<file path="src/rtl/wb_drain_pkg.sv">
// Shared definitions for the write-buffer drain stage.
//   wb_drain_state_t : drain FSM state encoding
//   WB_DW / WB_BEATW : buffer word width and DDR beat width
//   WB_WL_DEFAULT    : default write latency (WrStart to first beat)
//   WB_LENW_DEFAULT  : default width of the burst-length field
package wb_drain_pkg;

  localparam int unsigned WB_DW           = 144;
  localparam int unsigned WB_BEATW        = 72;
  localparam int unsigned WB_WL_DEFAULT   = 4;
  localparam int unsigned WB_LENW_DEFAULT = 4;

  typedef enum logic [1:0] {
    IDLE,
    WAIT,
    LO,
    HI
  } wb_drain_state_t;

endpackage

</file>
<file path="src/rtl/wb_drain.sv">
// Drain stage between the write buffer (FWFT read side) and the DDR data-path.
// A write command pops WrLen words and emits each as two half-width beats, low
// half first, starting exactly WL cycles after WrStart. If the buffer runs dry,
// the missing beats are sent as zero and Underrun is flagged. Burst timing is
// never stretched.
//
// Ports:
//   Rclk, Reset_n : clock, asynchronous active-low reset
//   WrStart, WrLen: write command strobe and burst length in words (0 = 2**LENW)
//   Busy          : transfer in progress; WrStart is ignored while high
//   MD, Empty     : buffer head word and empty flag
//   RDen          : buffer pop (combinational)
//   DQ, DQvalid   : registered beat to the DDR data-path
//   Done          : pulse coincident with the final beat
//   Underrun      : sticky, set when a word was needed and the buffer was empty
//   ClrErr        : clears Underrun (a simultaneous new underrun wins)
module wb_drain
  import wb_drain_pkg::*;
#(
  parameter int unsigned WL   = WB_WL_DEFAULT,
  parameter int unsigned LENW = WB_LENW_DEFAULT,
  parameter int unsigned DW   = WB_DW
) (
  input  logic            Rclk,
  input  logic            Reset_n,
  input  logic            WrStart,
  input  logic [LENW-1:0] WrLen,
  output logic            Busy,
  input  logic [DW-1:0]   MD,
  input  logic            Empty,
  output logic            RDen,
  output logic [DW/2-1:0] DQ,
  output logic            DQvalid,
  output logic            Done,
  output logic            Underrun,
  input  logic            ClrErr
);

  localparam int unsigned BW = DW / 2;

  // WAIT spans WL-2 cycles; the counter counts down to zero, so load WL-3.
  localparam logic [3:0] WAIT_LOAD = (WL > 2) ? 4'(WL - 3) : 4'd0;

  wb_drain_state_t state_q, state_d;
  logic [LENW-1:0] rem_q, rem_d;
  logic [3:0]      wcnt_q, wcnt_d;
  logic [BW-1:0]   hi_q, hi_d;
  logic [BW-1:0]   dq_q, dq_d;
  logic            dqv_q, dqv_d;
  logic            done_q, done_d;
  logic            urun_q, urun_d;
  logic            pop;

  always_comb begin
    state_d = state_q;
    rem_d   = rem_q;
    wcnt_d  = wcnt_q;
    hi_d    = hi_q;
    dq_d    = '0;
    dqv_d   = 1'b0;
    done_d  = 1'b0;
    urun_d  = urun_q;
    pop     = 1'b0;

    if (ClrErr) begin
      urun_d = 1'b0;
    end

    unique case (state_q)
      IDLE: begin
        if (WrStart) begin
          rem_d = WrLen;
          if (WL == 2) begin
            state_d = LO;
          end else begin
            wcnt_d  = WAIT_LOAD;
            state_d = WAIT;
          end
        end
      end
      WAIT: begin
        if (wcnt_q == 4'd0) begin
          state_d = LO;
        end else begin
          wcnt_d = wcnt_q - 4'd1;
        end
      end
      LO: begin
        dqv_d   = 1'b1;
        state_d = HI;
        if (!Empty) begin
          pop  = 1'b1;
          dq_d = MD[BW-1:0];
          hi_d = MD[DW-1:BW];
        end else begin
          // Keep the beat slot but send zeros; set overrides a same-cycle clear.
          hi_d   = '0;
          urun_d = 1'b1;
        end
      end
      HI: begin
        dqv_d = 1'b1;
        dq_d  = hi_q;
        rem_d = rem_q - 1'b1;
        // rem_q of 0 means a full 2**LENW burst, so it must wrap, not finish.
        if (rem_q == LENW'(1)) begin
          done_d  = 1'b1;
          state_d = IDLE;
        end else begin
          state_d = LO;
        end
      end
      default: state_d = IDLE;
    endcase
  end

  always_ff @(posedge Rclk or negedge Reset_n) begin
    if (!Reset_n) begin
      state_q <= IDLE;
      rem_q   <= '0;
      wcnt_q  <= '0;
      hi_q    <= '0;
      dq_q    <= '0;
      dqv_q   <= 1'b0;
      done_q  <= 1'b0;
      urun_q  <= 1'b0;
    end else begin
      state_q <= state_d;
      rem_q   <= rem_d;
      wcnt_q  <= wcnt_d;
      hi_q    <= hi_d;
      dq_q    <= dq_d;
      dqv_q   <= dqv_d;
      done_q  <= done_d;
      urun_q  <= urun_d;
    end
  end

  assign Busy     = (state_q != IDLE);
  assign RDen     = pop;
  assign DQ       = dq_q;
  assign DQvalid  = dqv_q;
  assign Done     = done_q;
  assign Underrun = urun_q;

endmodule

</file>
<file path="config.mk">
export PLATFORM = sky130hd
export DESIGN_NAME = wb_drain
export DESIGN_NICKNAME = d
export VERILOG_FILES = /design/src/rtl/wb_drain_pkg.sv /design/src/rtl/wb_drain.sv
export SDC_FILE = /design/constraint.sdc
export NUM_CORES = 1
export LEC_CHECK = 0
export BUFFER_PORTS_ARGS = -buffer_cell sky130_fd_sc_hd__buf_2
export CAP_MARGIN = 10
export CELL_PAD_IN_SITES_DETAIL_PLACEMENT = 0
export CELL_PAD_IN_SITES_GLOBAL_PLACEMENT = 1
export CORE_ASPECT_RATIO = 1.5
export CORE_MARGIN = 3
export CORE_UTILIZATION = 41
export DETAILED_ROUTE_END_ITERATION = 6
export PLACE_DENSITY_LB_ADDON = 0.05
export SLEW_MARGIN = 10
export SYNTH_ARGS = -nofsm -noshare
export SYNTH_HDL_FRONTEND = slang
export SYNTH_SLANG_ARGS = --single-unit
</file>
<file path="constraint.sdc">
create_clock -name Rclk -period 3.8 [get_ports Rclk]
set_input_delay 0.19 -clock Rclk [delete_from_list [all_inputs] [get_ports Rclk]]
set_output_delay 0.19 -clock Rclk [all_outputs]
set_load 0.05 [all_outputs]
</file>
==> flow_summary_export.csv <==
group,metric,value,unit
grt,grt_pass1_vias,5002,
sta,worst_clock_skew,0.0112,ns
critical_path,crit_arrival,2.00,ns
synthesis,avgSynthCellArea,14.7,um^2
min_path,hold_path_depth,2,
min_path,hold_path_class,"in2reg",
synthesis,ys_top_cells_by_count,"157 x dfrtp_1, 145 x a22o_1, 28 x buf_2, 8 x inv_1, 6 x buf_6",
drt,wl,15500,um
grt,gr-usage-all-layers,20.6,%
cts,ctsResizeCount,0,
sta,setup_violations,0,
power,power.leakage,4.54,nW
sta,rsz0062_at_grt,"false",
drt,wirelength_met1,6340,um
critical_path,cp_max_fo,17,
sta,worst_pin_slew,0.915,ns
cts,root_buffer,"clkbuf_16",
drt,wl_met3,950,um
drt,post_drt_via_cell_ratio,5.06,
synthesis,async_reset_ff_share,100,%
sta,finalHoldViolations,0,
critical_path,worst-r2r-cell-count,3,
sta,finalCritPeriodShare,57.7,%
synthesis,postSynthCellCount,394,
layout,finalNetCount,897,
die,core,13700,um^2
layout,finalInstanceArea,8810,um^2
power,finalPower,7.45,mW
power,comb_power_share,43.6,%
synthesis,seq_area_frac_synth,67.8,%
synthesis,synth_nets,551,
sta,max_slew_margin,39.0,%
placed_design,place_hpwl,9740,um
synthesis,post-synth-top-count-cell,"dfrtp_1",
synthesis,synth_warnings,0,
sta,setup_ws,1.61,ns
die,start_util,42.4,%
flow_run,cap_violations,0,
drt,firstDrtPassIters,5,
synthesis,yosys.cell_types.count,31,
grt,grt_pass1_wl,24800,um
sta,period_needed,2.19,ns
drt,wl_per_cell,16.9,um
cts,cts_buffers,17,
power,irDropWorstVdd,0.410,mV
layout,instances_no_fill,917,
layout,layout-drive-gt1-share,36.3,%
drt,drt_iter0_markers,165,
placed_design,placed_area,7000,um^2
power,powerDensity,845,nW/um^2
cts,cts_tree,"yes",
power,p_int,4.21,mW
critical_path,endpoint_kind,"output pin",
die,ios,230,
sta,max_freq,0.456,GHz
power,p_clk_share,20.9,%
placed_design,io_buffers,229,
drt,vias,4642,
drt,drc,0,
cts,clock_latency,0.42,ns
layout,area_growth,52.2,%
critical_path,criticalPathCategory,"reg2out",
critical_path,worstSetupStartpointType,"flop",
die,die_area,15600,um^2
sta,slew_viol_final,0,
outcome,status,"complete, no violations",
synthesis,synth-seq-cells,157,
sta,setup-tns-final,0,ns
drt,ant_nets,0,
synthesis,synth.area.top_cells,"dfrtp_1 68%, a22o_1 22%, buf_2 2.4%",
power,p_sw,3.24,mW
synthesis,syn_area,5790,um^2
grt,grt-ovfl-total,0,
die,core.rowCount,52,
critical_path,worstPathRequired,3.61,ns
synthesis,synth-main-ff-cell,"dfrtp_1",
synthesis,synth_top_area_share,67.8,%
drt,top_layer,"met4",
drt,routed-wl-met2,7920,um
cts,cts_buffer_depth,2,
power,p_seq_share,35.6,%
grt,antenna_found_initial,2,
die,fp.dieW,103,um
layout,post-route-util,64.5,%
placed_design,dp_slack,1.67,ns
die,die_height,152,um
placed_design,place.gp.congestion,0.788,
cts,clkTransAtPathRegs,0.07,ns
sta,whs,0.0102,ns
synthesis,synth_edf_count,0,
grt,grt_max_degree,130,
power,switching_share,43.5,%
cts,numClockSinks,157,
placed_design,place_inst,756,
cts,h-tree-depth,4,
synthesis,synth_top_area_cell,"dfrtp_1",
[cells in the final DEF, fill, tap and decap left out, types with 2 or more instances in the layout]
| cell type | instances |
|---|---|
| dfrtp_1 | 157 |
| mux2i_1 | 2 |
| o21ai_0 | 5 |
| nor2_1 | 4 |
| a22o_1 | 145 |
| o22ai_1 | 2 |
| buf_2 | 228 |
| inv_6 | 4 |
| nand2b_1 | 2 |
| buf_4 | 5 |
| inv_8 | 2 |
| clkbuf_1 | 2 |
| clkinvlp_4 | 5 |
| mux2_2 | 4 |
| inv_1 | 8 |
| diode_2 | 2 |
| a21oi_1 | 3 |
| dlygate4sd3_1 | 127 |
| nand2_1 | 4 |
| clkbuf_16 | 17 |
| nor3_1 | 2 |
| ha_1 | 4 |
| or3_1 | 2 |
[metal layers]
layer	GRT usage (%)	vias up
li1	-	2195
met1	25.6	2257
met2	34.1	171
met3	5.04	19
met4	8.30	0
met5	0	-
[cell families after synthesis]
| group | Yosys count | synth area share (%) |
|---|---|---|
| AO/OA/AOI/OAI | 159 | 23.4 |
| flip-flops | 157 | 67.8 |
| buffers and inverters | 43 | 4.17 |
| AND/OR/NAND/NOR | 24 | 2.42 |
| multiplexers | 6 | 1.12 |
| adder cells (fa/ha/maj) | 4 | 0.864 |
| XOR/XNOR | 1 | 0.151 |
[worst paths after layout]
kind / from / end / slack, ns
min: MD[41] / DQ[41] / 0.01
min in group asynchronous: Reset_n / DQ[55] / 0.38
max: state_q[0] / RDen / 1.61
max in group asynchronous: Reset_n / DQ[48] / 2.32
min reg2reg: hi_q[19] / DQ[19] / 0.49
max reg2reg: state_q[1] / DQ[13] / 1.69
[state kept, by name, indices dropped and copies added (netlist names)]
signal    flops
DQvalid       1
state_q       2
rem_q         4
hi_q         72
wcnt_q        4
DQ           72
Underrun      1
Done          1
[power by group through the flow]
stage          Clock (mW)  Combinational, mW  Sequential, mW
2_1_floorplan           0               1.24            3.86
3_3_place_gp            0               3.12            2.67
6_report             1.55               3.25            2.65
5_1_grt              1.67               3.47            2.73
4_1_cts              1.60               3.28            2.65
3_5_place_dp            0               3.17            2.68
[critical path, stage by stage (launching register included)]
cell and delay [ns]:
dfrtp_1 0.54, nand2b_2 0.29, nor2_4 0.39, buf_2 0.35
[final cells by class]
cell class                      instances  area, um^2
Clock inverter                         13         109
Clock buffer                           19         433
Fill cell                            1056        4850
Tap cell                              162         203
Inverter                                8        30.0
Sequential cell                       157        3930
Timing Repair Buffer                  362        2480
Antenna cell                            2        5.00
Multi-Input combinational cell        194        1620
[timing repair]
| item | in CTS | in global routing |
|---|---|---|
| hold endpoints to repair | 208 | 1 |
| setup buffers | 0 | 0 |
| hold buffers | 126 | 1 |
(Power assumes the default switching activity.)
